`src/rtl/baud_tick_gen_prog.sv`:
```
// baud_tick_gen_prog: programmable baud tick generator.
// A runtime-loadable divisor produces a one-cycle oversampling tick
// (o_sample_tick). A second counter produces a bit tick (o_bit_tick)
// once every OVERSAMPLE sample ticks.
// Optional feature macro: BAUD_RESYNC_EN. When it is defined, i_resync
// restarts both counters. When it is undefined, i_resync is ignored.
module baud_tick_gen_prog #(
   parameter int N           = 8,
   parameter int DEFAULT_DIV = 163,
   parameter int OVERSAMPLE  = 16,
   parameter int OS_W        = $clog2(OVERSAMPLE)
) (
   input  logic         i_clk,
   input  logic         i_reset,
   input  logic         i_enable,
   input  logic [N-1:0] i_div,
   input  logic         i_div_load,
   input  logic         i_resync,
   output logic [N-1:0] o_div,
   output logic         o_div_err,
   output logic         o_sample_tick,
   output logic         o_bit_tick
);

   localparam logic [N-1:0]    DEF_DIV = N'(DEFAULT_DIV);
   localparam logic [OS_W-1:0] OS_LAST = OS_W'(OVERSAMPLE - 1);

   logic [N-1:0]    div_reg, div_nxt;
   logic [N-1:0]    cnt, cnt_nxt;
   logic [OS_W-1:0] os_cnt, os_nxt;
   logic            sample_nxt, bit_nxt, err_nxt;
   logic            resync_act;

`ifdef BAUD_RESYNC_EN
   assign resync_act = i_resync;
`else
   // The port is kept so that both builds have the same interface.
   logic unused_resync;
   assign unused_resync = i_resync;
   assign resync_act    = 1'b0;
`endif

   assign o_div = div_reg;

   // Next-state logic, priority: load > resync > count > hold
   always_comb begin
      div_nxt    = div_reg;
      cnt_nxt    = cnt;
      os_nxt     = os_cnt;
      sample_nxt = 1'b0;
      bit_nxt    = 1'b0;
      err_nxt    = 1'b0;
      if (i_div_load) begin
         if (i_div != '0) begin
            div_nxt = i_div;
            cnt_nxt = '0;
            os_nxt  = '0;
         end else begin
            // A divisor of 0 is rejected and all state is left untouched.
            err_nxt = 1'b1;
         end
      end else if (resync_act) begin
         cnt_nxt = '0;
         os_nxt  = '0;
      end else if (i_enable) begin
         // div_reg is never 0, so div_reg-1 cannot wrap.
         if (cnt == div_reg - 1'b1) begin
            cnt_nxt    = '0;
            sample_nxt = 1'b1;
            if (os_cnt == OS_LAST) begin
               os_nxt  = '0;
               bit_nxt = 1'b1;
            end else begin
               os_nxt = os_cnt + 1'b1;
            end
         end else begin
            cnt_nxt = cnt + 1'b1;
         end
      end
   end

   // State and registered outputs, synchronous active-high reset
   always_ff @(posedge i_clk) begin
      if (i_reset) begin
         div_reg       <= DEF_DIV;
         cnt           <= '0;
         os_cnt        <= '0;
         o_sample_tick <= 1'b0;
         o_bit_tick    <= 1'b0;
         o_div_err     <= 1'b0;
      end else begin
         div_reg       <= div_nxt;
         cnt           <= cnt_nxt;
         os_cnt        <= os_nxt;
         o_sample_tick <= sample_nxt;
         o_bit_tick    <= bit_nxt;
         o_div_err     <= err_nxt;
      end
   end

endmodule
```
`config.mk`:
```
export PLATFORM = sky130hd
export DESIGN_NAME = baud_tick_gen_prog
export DESIGN_NICKNAME = d
export VERILOG_FILES = /design/src/rtl/baud_tick_gen_prog.sv
export SDC_FILE = /design/constraint.sdc
export NUM_CORES = 1
export LEC_CHECK = 0
export CAP_MARGIN = 30
export CORE_ASPECT_RATIO = 0.5
export CORE_MARGIN = 2
export CORE_UTILIZATION = 40
export CTS_CLUSTER_SIZE = 40
export DETAILED_ROUTE_END_ITERATION = 8
export PLACE_DENSITY = 0.72
export SLEW_MARGIN = 20
export SYNTH_ARGS = -nofsm -noshare
export SYNTH_HDL_FRONTEND = slang
export SYNTH_SLANG_ARGS = --single-unit
```
`constraint.sdc`:
```
create_clock -name i_clk -period 3.9 [get_ports i_clk]
set_input_delay 0.585 -clock i_clk [delete_from_list [all_inputs] [get_ports i_clk]]
set_output_delay 0.585 -clock i_clk [all_outputs]
set_load 0.01 [all_outputs]
```
==> flow_summary.toml, run 1 <==
[detailed_routing]
vias = 1175
wl_per_cell_um = 13.3
drt_first_iter_violations = 33
dr.pass1.iters = 4
avgViaCountPerCell = 5.60
post-route-drc-count = 0
finalWirelength_um = 2800
detail-route-antenna-nets = 0

[logic_synthesis]
ys_seq_area_frac = 0.352
synth_most_common_cell = "dfxtp_1"
synthArstFlopShare = 0
ys_dominant_reg_cell = "dfxtp_1"
syn_nets = 167
netlist_area_mm2 = 0.00131
synth_top_area_frac = 0.352
synthTopCellsByArea = "dfxtp_1 35%, a21oi_1 5.4%, xnor2_1 4.7%"
synth-edff-count = 0
syn_area_per_cell_um2 = 8.66
synth_common_cells = "23 x dfxtp_1, 16 x nand2_1, 14 x a21oi_1"
synth-seq-cells = 23
yosysWarnings = 0
ys_types = 45
synth_cells = 151
synth_area_leader_cell = "dfxtp_1"

[cts]
hold_buffers = 0
clk_latency_ns = 0.27
cts_tree = "built"
clk_path_buf_depth = 2
clock_sinks = 23
path_clk_slew_ns = 0.09
post_cts_buffers = 0
cts_inserted_buffers = 3
htreeDepth = 1
post_cts_resized = 0
root_buffer = "clkbuf_8"

[place]
place_ws_ns = 1.40
globalplace.congestion = 0.772
port_buffers = 22
dp_hpwl_um = 2080

[critical_path]
start_kind = "register"
endpoint_kind = "register"
reg2reg_depth = 9
reg2reg_to = "os_cnt[0]"
crit_type = "register to register"
crit_path_end = "os_cnt[0]"
critPathArrivalTime_ns = 2.75
slowest_stage = "a211oi_4"
reg2reg_from = "o_div[0]"
cp-startpoint = "o_div[0]"
cpPeakStageDelay_ns = 0.50
crit_chain = "inv_1 -> ha_1 -> xnor2_1 -> a21oi_1 -> o21ai_0 -> a211oi_4 -> nand3_4 -> a311o_1 -> a21oi_2"
required_ns = 4.10
rrSetupSlack_ns = 1.35
crit_fanout = 8

[final_layout]
drive_gt1_frac = 0.0765
nNetsFinal = 187
fin_util = 0.521
area_delta_synth_final_pct = 22.1
n_antenna_cell = 0

[min_path]
hp-class = "register to register"
whs_path_depth = 1

[sta]
slew_violations = 0
slew-limit-headroom = 0.502
worstMarginPinSlew_ns = 0.744
finalSetupTns_ns = 0
rsz0062_at_grt = "false"
finClkSkew_ns = 0.00924
timing.fmax_ghz = 0.392
setup_viol = 0
min_period_ns = 2.55
fin_crit_sh = 0.655
final-hold-violation-count = 0
fin_ws_ns = 1.35

[floorplanning]
start_util = 0.427
io_pins = 24
die-area_mm2 = 0.00377
core_area_mm2 = 0.00307
num_rows = 14
die_h_um = 44.4
die_w_um = 84.9

[global_route]
grt_max_degree = 20
grt_pass1_wl_um = 4660
grt_pass1_vias = 992
grt.total_usage = 0.157
grt-ovfl-total = 0
antenna_found_initial = 0

[power]
max-vdd-ir-drop_mv = 0.145
finalPower_mw = 0.481
power.leakage_nw = 0.564
power_density_mw_per_mm2 = 301

[status]
outcome = "complete, no violations"

[run]
maxCapViolations = 0
-- cell families after synthesis --
logic type / count (synthesis) / synth area share
adders and majority gates: 3 / 0.0287
buffers and inverters: 9 / 0.0287
and+or+nand+nor: 59 / 0.257
DFF: 23 / 0.352
xor gates and xnor gates: 12 / 0.0804
AOI/OAI and AO/OA: 45 / 0.253
-- area by class of cell --
type	instances	area (um^2)
Clock buffer	3	41.3
Tap cell	40	50.0
Timing Repair Buffer	22	220
Clock inverter	1	7.51
Inverter	2	7.51
Multi-Input combinational cell	119	810
Fill cell	299	1470
Sequential cell	23	460
-- metal layers --
layer,track usage,wire [um],part of all wire
met3,0.0336,110,0.039
met2,0.258,1290,0.46
met5,0,0,0
met4,0.0381,25,0.0089
met1,0.216,1380,0.49
-- critical path, delay by kind of cell (launching register included) --
kind | cells | cell delay (ns)
and+or+nand+nor | 1 | 0.16
AOI/OAI and AO/OA | 5 | 1.26
adders and majority gates | 1 | 0.32
DFF | 1 | 0.48
buffers and inverters | 1 | 0.10
xor gates and xnor gates | 1 | 0.16
-- flip-flops by register name, indices dropped and copies added, names as in the netlist --
name and flops:
os_cnt 4, o_div 8, o_sample_tick 1, o_bit_tick 1, o_div_err 1, cnt 8
-- stage by stage --
| step | instance area, um^2 | cells | hold slack (ns) |
|---|---|---|---|
| 6_report | 1600 | 210 | 0.499 |
| 5_1_grt | 1600 | 210 | 0.529 |
| 4_1_cts | 1600 | 210 | 0.502 |
| 3_5_place_dp | 1550 | 206 | 0.482 |
| 3_3_place_gp | 1550 | 206 | 0.465 |
| 2_1_floorplan | 1310 | 151 | 0.450 |
-- how the worst min path moves through the flow --
stage | startpoint | endpoint
floorplan | cnt[7] | cnt[7]
detailed placement | cnt[7] | cnt[7]
CTS | cnt[7] | cnt[7]
finish | cnt[7] | cnt[7]
global route | cnt[7] | cnt[7]
global placement | cnt[7] | cnt[7]
-- report_power, final --
group / total (mW) / switching [mW] / internal (mW)
combinational: 0.0736 / 0.0373 / 0.0363
clock: 0.154 / 0.0818 / 0.0724
sequential: 0.253 / 0.0125 / 0.241
-- placed cells by master, fill, tap and decap left out, drive strengths merged, types with 2 or more instances in the layout --
master and count:
nor4 4, clkdlybuf4s50 22, nand2b 4, nor3 2
xor2 5, a22o 2, and4 2, nor2b 3
o21ai 4, nand2 17, a41oi 2, dfxtp 23
inv 2, a211o 2, o21bai 2, clkbuf 3
nand3 9, ha 3, nand4 3, a211oi 5
nor2 9, a22oi 2, a21oi 15, xnor2 7
a31oi 6
Note: power is estimated with default switching activity, not from simulation.
==> run 2: changes to the inputs <==
==> constraint.sdc (replaced) <==
create_clock -name i_clk -period 2.5 [get_ports i_clk]
set_input_delay 0.375 -clock i_clk [delete_from_list [all_inputs] [get_ports i_clk]]
set_output_delay 0.375 -clock i_clk [all_outputs]
set_load 0.01 [all_outputs]
==> run 2 against run 1 <==
  * Combinational power increased by 70%
  * Clock power up 51%
  * Highest routed layer unchanged
  * Sequential share of layout area fell by 0.62 points
  * Final area grew 2.2%
  * Non-clock buffer count rose by 5
  * Cell count rose by 2.4%
==> flow_summary.toml, run 2 (synthesized netlist as in run 1, its figures left out) <==
[place]
port_buffers = 22
dp_hpwl_um = 2260
dp_cells = 211
globalplace.congestion = 0.787

[sta]
final-hold-violation-count = 0
finalSetupTns_ns = 0
slew-limit-headroom = 0.714
finClkSkew_ns = 0.00190
worstMarginPinSlew_ns = 0.428
setup_viol = 0
min_period_ns = 2.29
timing.fmax_ghz = 0.437
whs_ns = 0.515
slew_violations = 0
rsz0062_at_grt = "false"
fin_crit_sh = 0.914

[detailed_routing]
drt_first_iter_violations = 51
vias = 1203
avgViaCountPerCell = 5.60
post-route-drc-count = 0
dr.pass1.iters = 4
detail-route-antenna-nets = 0
finalWirelength_um = 2940
wl_per_cell_um = 13.7

[cts]
clock_sinks = 23
root_buffer = "clkbuf_8"
path_clk_slew_ns = 0.08
hold_buffers = 0
htreeDepth = 1
clk_path_buf_depth = 2
cts_inserted_buffers = 3
clk_latency_ns = 0.27
cts_tree = "built"

[critical_path]
cpPeakStageDelay_ns = 0.41
required_ns = 2.70
crit_chain = "inv_1 -> ha_1 -> nand3_1 -> o21ai_0 -> o21ai_0 -> a211oi_4 -> buf_4 -> a211oi_4 -> a41oi_1 -> a31oi_1"
crit_family = "compound AO/OA/AOI/OAI gates"
critPathArrivalTime_ns = 2.48
crit_fanout = 10
slowest_stage = "a211oi_4"
endpoint_kind = "register"
cp_num_buf_inv = 2
crit_type = "register to register"
start_kind = "register"

[global_route]
grt-ovfl-total = 0
grt_max_degree = 19
grt_pass1_vias = 1055
antenna_found_initial = 0
grt_pass1_wl_um = 4850
grt.total_usage = 0.166

[final_layout]
fin_util = 0.532
area_delta_synth_final_pct = 24.8
drive_gt1_frac = 0.103
layout_commonest_cell = "dfxtp_1"
layout_common_cells = "23 x dfxtp_1, 22 x clkdlybuf4s50_1, 16 x nand2_1, 14 x a21oi_1, 9 x nor2_1"
fin_cells = 215
nNetsFinal = 192
n_antenna_cell = 0

[floorplanning]
die_h_um = 44.4
num_rows = 14
die_w_um = 84.9
core_area_mm2 = 0.00307
die-area_mm2 = 0.00377
io_pins = 24
start_util = 0.427

[power]
switching_power_mw = 0.201
pwr-share-clk = 0.310
switching_share = 0.267
p_comb_frac = 0.167
pwr-share-seq = 0.523
finalPower_mw = 0.750
p_int_mw = 0.549
power.leakage_nw = 0.592
power_density_mw_per_mm2 = 460
max-vdd-ir-drop_mv = 0.261

[status]
outcome = "complete, no violations"

[min_path]
hp-class = "register to register"

[run]
maxCapViolations = 0
==> run 2: final timing paths <==
check / startpoint / end / slack, ns / cells after the start
setup / recovery: o_div[0] / cnt[7] / 0.21 / 10
hold / removal: cnt[7] / cnt[7] / 0.52 / 1
setup reg to reg: o_div[0] / cnt[7] / 0.21 / 10
hold reg to reg: cnt[7] / cnt[7] / 0.52 / 1
==> run 2: worst reg2reg max path: stages, from the launching register on <==
cell	delay, ns
dfxtp_1	0.34
inv_1	0.06
ha_1	0.30
nand3_1	0.12
o21ai_0	0.08
o21ai_0	0.28
a211oi_4	0.10
buf_4	0.18
a211oi_4	0.41
a41oi_1	0.17
a31oi_1	0.16
==> run 2: cell type report <==
type,instances,area [um^2]
fillers,291,1430
clock buffers,3,41.3
repair buffers,27,258
multi-input cells,119,810
well taps,40,50.0
clock inverters,1,5.00
inverters,2,7.51
flip-flops and latches,23,460
==> run 2: what timing repair did <==
item / 4_1_cts / 5_1_grt
resized for setup: 0 / 0
buffers inserted: 0 / 0
endpoints found under the setup margin: 0 / 1
==> run 2: per-stage QoR <==
stage / setup slack (ns) / instance area (um^2)
6_report: 0.214 / 1630
5_1_grt: 0.0217 / 1630
4_1_cts: 0.177 / 1630
3_5_place_dp: 0.201 / 1590
3_3_place_gp: 0.290 / 1590
2_1_floorplan: 0.182 / 1310
==> run 2: metal layers <==
metal,share of wire,routed length [um],track usage
met5,0,0,0
met4,0.011,32,0.0508
met3,0.027,80,0.0429
met2,0.46,1350,0.285
met1,0.50,1470,0.212
==> run 2: power groups by stage <==
stage	logic, mW	registers [mW]	clock network [mW]
detailed placement	0.125	0.401	0
global route	0.138	0.394	0.252
global placement	0.124	0.400	0
floorplan	0.0669	0.402	0
finish	0.125	0.392	0.232
CTS	0.126	0.392	0.241
